$ cat src/rtl/load_store_unit.sv
// load_store_unit
//   MEM-stage controller between the EX/MEM latch and a byte-wide data memory.
//   Serialises LB/LBU/LH/LHU/LW/SB/SH/SW into one byte access per cycle
//   (little-endian), extends load results and rejects misaligned requests.
//   The upstream pipeline is stalled until the access completes.
// Ports
//   clk_i, rst_i           clock (rising edge), async active-high reset
//   req_*                  request from EX/MEM latch; accepted on valid & ready
//   stall_o                freeze upstream pipeline
//   resp_valid_o           one-cycle completion pulse
//   resp_rdata_o           extended load data, held until the next response
//   misalign_o             qualifies resp_valid_o: request rejected
//   mem_*                  byte-wide memory port, read data one cycle after mem_re_o
module load_store_unit #(
  parameter int ADDR_W = 5
) (
  input  logic              clk_i,
  input  logic              rst_i,
  input  logic              req_valid_i,
  output logic              req_ready_o,
  input  logic              req_write_i,
  input  logic [1:0]        req_size_i,
  input  logic              req_unsigned_i,
  input  logic [31:0]       req_addr_i,
  input  logic [31:0]       req_wdata_i,
  output logic              stall_o,
  output logic              resp_valid_o,
  output logic [31:0]       resp_rdata_o,
  output logic              misalign_o,
  output logic [ADDR_W-1:0] mem_addr_o,
  output logic [7:0]        mem_wdata_o,
  output logic              mem_we_o,
  output logic              mem_re_o,
  input  logic [7:0]        mem_rdata_i
);

  typedef enum logic [1:0] {S_IDLE, S_ACCESS, S_WAIT, S_DONE} state_t;

  state_t            state, state_nxt;
  logic [1:0]        idx, idx_nxt;
  logic [ADDR_W-1:0] addr_q;
  logic [1:0]        size_q;
  logic              uns_q, write_q, mis_q;
  logic [3:0][7:0]   wdata_q;
  logic [3:0][7:0]   lane_q;
  logic              cap_vld;
  logic [1:0]        cap_lane;
  logic [31:0]       rdata_q, rdata_ext;
  logic              accept, req_mis;
  logic [1:0]        last_idx;

  // Only the low ADDR_W address bits reach the memory.
  logic unused_addr;
  assign unused_addr = ^req_addr_i[31:ADDR_W];

  assign accept  = (state == S_IDLE) && req_valid_i;
  assign req_mis = (req_size_i == 2'b11) ||
                   (req_size_i == 2'b01 && req_addr_i[0]) ||
                   (req_size_i == 2'b10 && req_addr_i[1:0] != 2'b00);

  always_comb begin
    case (size_q)
      2'b00:   last_idx = 2'd0;
      2'b01:   last_idx = 2'd1;
      default: last_idx = 2'd3;
    endcase
  end

  // Response value presented in DONE; stores leave the previous value in place.
  always_comb begin
    rdata_ext = rdata_q;
    if (mis_q) begin
      rdata_ext = '0;
    end else if (!write_q) begin
      case (size_q)
        2'b00:   rdata_ext = {{24{~uns_q & lane_q[0][7]}}, lane_q[0]};
        2'b01:   rdata_ext = {{16{~uns_q & lane_q[1][7]}}, lane_q[1], lane_q[0]};
        default: rdata_ext = lane_q;
      endcase
    end
  end

  always_ff @(posedge clk_i or posedge rst_i) begin
    if (rst_i) begin
      state    <= S_IDLE;
      idx      <= '0;
      addr_q   <= '0;
      size_q   <= '0;
      uns_q    <= 1'b0;
      write_q  <= 1'b0;
      mis_q    <= 1'b0;
      wdata_q  <= '0;
      lane_q   <= '0;
      cap_vld  <= 1'b0;
      cap_lane <= '0;
      rdata_q  <= '0;
    end else begin
      state <= state_nxt;
      idx   <= idx_nxt;
      if (accept) begin
        addr_q  <= req_addr_i[ADDR_W-1:0];
        size_q  <= req_size_i;
        uns_q   <= req_unsigned_i;
        write_q <= req_write_i;
        wdata_q <= req_wdata_i;
        mis_q   <= req_mis;
      end
      // Read data lags the strobe by one cycle, so remember which lane it belongs to.
      cap_vld  <= mem_re_o;
      cap_lane <= idx;
      if (cap_vld) lane_q[cap_lane] <= mem_rdata_i;
      if (state == S_DONE) rdata_q <= rdata_ext;
    end
  end

  always_comb begin
    state_nxt    = state;
    idx_nxt      = idx;
    req_ready_o  = 1'b0;
    stall_o      = 1'b0;
    resp_valid_o = 1'b0;
    misalign_o   = 1'b0;
    resp_rdata_o = rdata_q;
    mem_addr_o   = '0;
    mem_wdata_o  = '0;
    mem_we_o     = 1'b0;
    mem_re_o     = 1'b0;
    case (state)
      S_IDLE: begin
        req_ready_o = 1'b1;
        stall_o     = req_valid_i;
        if (req_valid_i) begin
          idx_nxt   = '0;
          state_nxt = req_mis ? S_DONE : S_ACCESS;
        end
      end
      S_ACCESS: begin
        stall_o    = 1'b1;
        mem_addr_o = addr_q + ADDR_W'(idx);
        if (write_q) begin
          mem_we_o    = 1'b1;
          mem_wdata_o = wdata_q[idx];
        end else begin
          mem_re_o = 1'b1;
        end
        idx_nxt = idx + 2'd1;
        if (idx == last_idx) begin
          idx_nxt   = '0;
          state_nxt = write_q ? S_DONE : S_WAIT;
        end
      end
      S_WAIT: begin
        // Last load byte lands in the buffer at the end of this cycle.
        stall_o   = 1'b1;
        state_nxt = S_DONE;
      end
      S_DONE: begin
        resp_valid_o = 1'b1;
        misalign_o   = mis_q;
        resp_rdata_o = rdata_ext;
        state_nxt    = S_IDLE;
      end
      default: state_nxt = S_IDLE;
    endcase
  end

endmodule
$ cat config.mk
export PLATFORM = sky130hd
export DESIGN_NAME = load_store_unit
export DESIGN_NICKNAME = d
export VERILOG_FILES = /design/src/rtl/load_store_unit.sv
export SDC_FILE = /design/constraint.sdc
export NUM_CORES = 1
export LEC_CHECK = 0
export CORE_ASPECT_RATIO = 1.4
export CORE_UTILIZATION = 53
export DETAILED_ROUTE_END_ITERATION = 6
export PLACE_DENSITY = 0.86
export REMOVE_ABC_BUFFERS = 1
export SYNTH_ARGS = -nofsm -noshare
export SYNTH_HDL_FRONTEND = slang
export SYNTH_SLANG_ARGS = --single-unit
export TNS_END_PERCENT = 10
$ cat constraint.sdc
create_clock -name clk_i -period 7.7 [get_ports clk_i]
set_input_delay 0.77 -clock clk_i [delete_from_list [all_inputs] [get_ports clk_i]]
set_output_delay 0.77 -clock clk_i [all_outputs]
set_load 0.03 [all_outputs]
==> impl_metrics.py <==
metrics = {
    "status": {
        "status": "finished, violations left",
        "violations": "DRC",
    },
    "critical_path": {
        "worstPathCellList": "ha_1, nand2_1, clkinv_1, a21oi_1, clkdlybuf4s50_1",
        "cp.arrival_ps": 3410,
        "worst_r2r_endpoint": "rdata_q[4]",
        "reg2reg_depth": 4,
        "required_ps": 6930,
        "cp-start-kind": "flip-flop",
        "cp_max_fo": 25,
        "r2r_slack_ps": 5310,
        "cp_slowest_cell": "clkdlybuf4s50_1",
        "r2r-start": "state[0]",
        "slowest_delay_ps": 720,
        "crit_type": "flip-flop to output pin",
        "cp-end-kind": "output pin",
    },
    "global_route": {
        "grt_max_degree": 89,
        "grt_usage_pct": 25.1,
        "antenna_found_initial": 0,
        "grt_pass1_vias": 3728,
        "gr-total-overflow": 0,
        "grt_pass1_wl_um": 18400,
    },
    "cts": {
        "hold_buffers": 0,
        "clk_path_buf_depth": 2,
        "clock_latency_ps": 400,
        "clockRootBuffer": "clkbuf_16",
        "post_cts_buffers": 0,
        "cts_buffers": 17,
        "h-tree-depth": 4,
        "path_clk_slew_ps": 50,
        "post_cts_resized": 0,
        "cts_tree": "built",
        "clock_sinks": 113,
    },
    "timing": {
        "max_clock_freq_mhz": 239,
        "worst-slew-pin-transition_ps": 1100,
        "slew_headroom_pct": 26.7,
        "timing.final.ws_setup_ps": 3520,
        "setup_tns_ps": 0,
        "post-route-period-util_pct": 54.3,
        "rsz0062_at_grt": "no",
        "fin_skew_ps": 6.76,
        "finalSetupViolations": 0,
        "fin_hold_ws_ps": 501,
        "layout_min_cycle_time_ps": 4180,
        "hold_violations": 0,
        "finalMaxSlewViolations": 0,
    },
    "synth": {
        "async_flop_share_pct": 100,
        "synthTopCellsByCount": "dfrtp_1 (113), mux2_2 (73), a21oi_1 (49)",
        "syn_avg_cell_area_um2": 12.9,
        "yosysMostFrequentCell": "dfrtp_1",
        "synth_top_cell_by_area": "dfrtp_1",
        "synth_area_leaders": "dfrtp_1 (57%), mux2_2 (17%), a21oi_1 (4.9%)",
        "seq_area_frac_synth_pct": 56.8,
        "syn_area_um2": 4980,
        "synth_top_cell_area_share_pct": 56.8,
        "netlist_instances": 387,
        "synth_seq_cells": 113,
        "ys.flop_type": "dfrtp_1",
        "synth_edf_count": 0,
        "yosys_warnings": 0,
        "ys_types": 38,
    },
    "die": {
        "die_area_um2": 9790,
        "die_w_um": 83.9,
        "initial_utilization_pct": 54.8,
        "dieHeight_um": 117,
        "rows": 41,
        "placeableCoreArea_um2": 9080,
        "io_pins": 130,
    },
    "pwr": {
        "powerDensity_nw_per_um2": 526,
        "p_int_mw": 2.15,
        "vdd_ir_drop_max_mv": 0.270,
        "netSwitchingFraction_pct": 38.3,
        "seqPwrFrac_pct": 31.2,
        "p_clk_share_pct": 22.3,
        "p_leak_nw": 2.78,
        "combPwrFrac_pct": 46.4,
        "switchingPower_mw": 1.34,
    },
    "finish": {
        "area_delta_synth_final_pct": 33.3,
        "drive_above_1_share_pct": 24.4,
        "fill_cells": 578,
        "nNetsFinal": 574,
        "design_area_um2": 6630,
        "antenna_cells": 0,
    },
    "min_path": {
        "hp-start": "wdata_q[8]",
        "holdPathEnd": "wdata_q[8]",
        "holdPathStages": 1,
        "hold_path_class": "flip-flop to flip-flop",
    },
    "place": {
        "dp_hpwl_um": 7150,
        "place_ws_ps": 3910,
        "port_buffers": 102,
        "gp_congestion": 0.743,
        "placed_area_um2": 6030,
    },
    "detailed_routing": {
        "wl_um": 11300,
        "first_iter_violations": 199,
        "vias": 3426,
        "wl_per_cell_um": 18.5,
        "drc": 20,
        "first_pass_iters": 6,
        "via_per_inst": 5.63,
        "antenna_left": 0,
    },
    "flow_run": {
        "cap_violations": 0,
    },
}
[flip-flops by register name, summed over array words and instances (netlist names)]
register	cells
wdata_q	32
mis_q	1
lane_q	32
cap_lane	2
cap_vld	1
write_q	1
rdata_q	32
addr_q	5
uns_q	1
state	2
size_q	2
idx	2
[per-stage QoR]
step | cells | power (mW) | util (%)
6_report | 608 | 3.49 | 73.1
5_1_grt | 608 | 3.67 | 73.1
4_1_cts | 608 | 3.51 | 73.1
2_1_floorplan | 365 | 2.11 | -
3_3_place_gp | 576 | 2.63 | 66.4
3_5_place_dp | 576 | 2.70 | 66.4
[layer usage]
layer	share of wire, %	track usage [%]	up-vias
met3	6.6	8.48	17
met2	53	43.8	128
met4	1.4	9.66	0
met1	39	28.7	1714
li1	-	-	1567
met5	0	0	-
[power by group through the flow]
stage | logic [mW] | registers [mW] | clock network (mW)
5_1_grt | 1.73 | 1.12 | 0.816
3_3_place_gp | 1.56 | 1.07 | 0
3_5_place_dp | 1.61 | 1.09 | 0
6_report | 1.62 | 1.09 | 0.778
2_1_floorplan | 1.08 | 1.03 | 0
4_1_cts | 1.63 | 1.09 | 0.792
[area by class of cell]
class / instances / area, µm² / area share [%]
multi-input combinational: 245 / 2010 / 30.2
inverter: 7 / 28.8 / 0.434
clock inverter: 9 / 104 / 1.57
timing repair buffer: 104 / 1040 / 15.6
clock buffer: 23 / 498 / 7.51
sequential: 113 / 2830 / 42.6
tap: 107 / 134 / 2.02
[cell families (layout without fill, tap and decap cells)]
kind of cell               Yosys count  count (layout)  synth area share [%]
DFF                                113             113                  56.8
muxes                               85              85                  21.1
AOI/OAI and AO/OA                   83              83                  9.10
and+or+nand+nor                     66              66                  7.42
buffers and inverters               29             143                  2.97
adders and majority gates            7               7                  1.91
xor gates and xnor gates             4               4                 0.704
[placed cells by master, fill, tap and decap left out, types with 3 or more instances in the layout]
master and instances:
nor2_1 6, clkdlybuf4s50_1 102, inv_1 5, and2_1 12, dfrtp_1 113, mux2i_1 4
nand2_1 28, a21oi_1 49, mux2_2 73, clkinv_2 4, mux4_2 6, xnor2_1 3
o21ai_0 28, nor2b_1 4, clkbuf_8 5, clkbuf_16 17, ha_1 6
[critical path, delay by kind of cell, from the launching register on]
kind            cells  cell delay (ps)
compound gates      1              350
fa+ha+maj           1              310
buf+inv             2             1260
flops               1              430
simple gates        1              640
[worst max-delay path by stage]
stage / start / to
floorplan: rst_i / addr_q[0]
detailed placement: req_valid_i / stall_o
finish: state[0] / resp_rdata_o[4]
global route: state[0] / resp_rdata_o[2]
CTS: state[0] / resp_rdata_o[2]
global placement: req_valid_i / stall_o
Note: power is estimated with default switching activity, not from simulation.
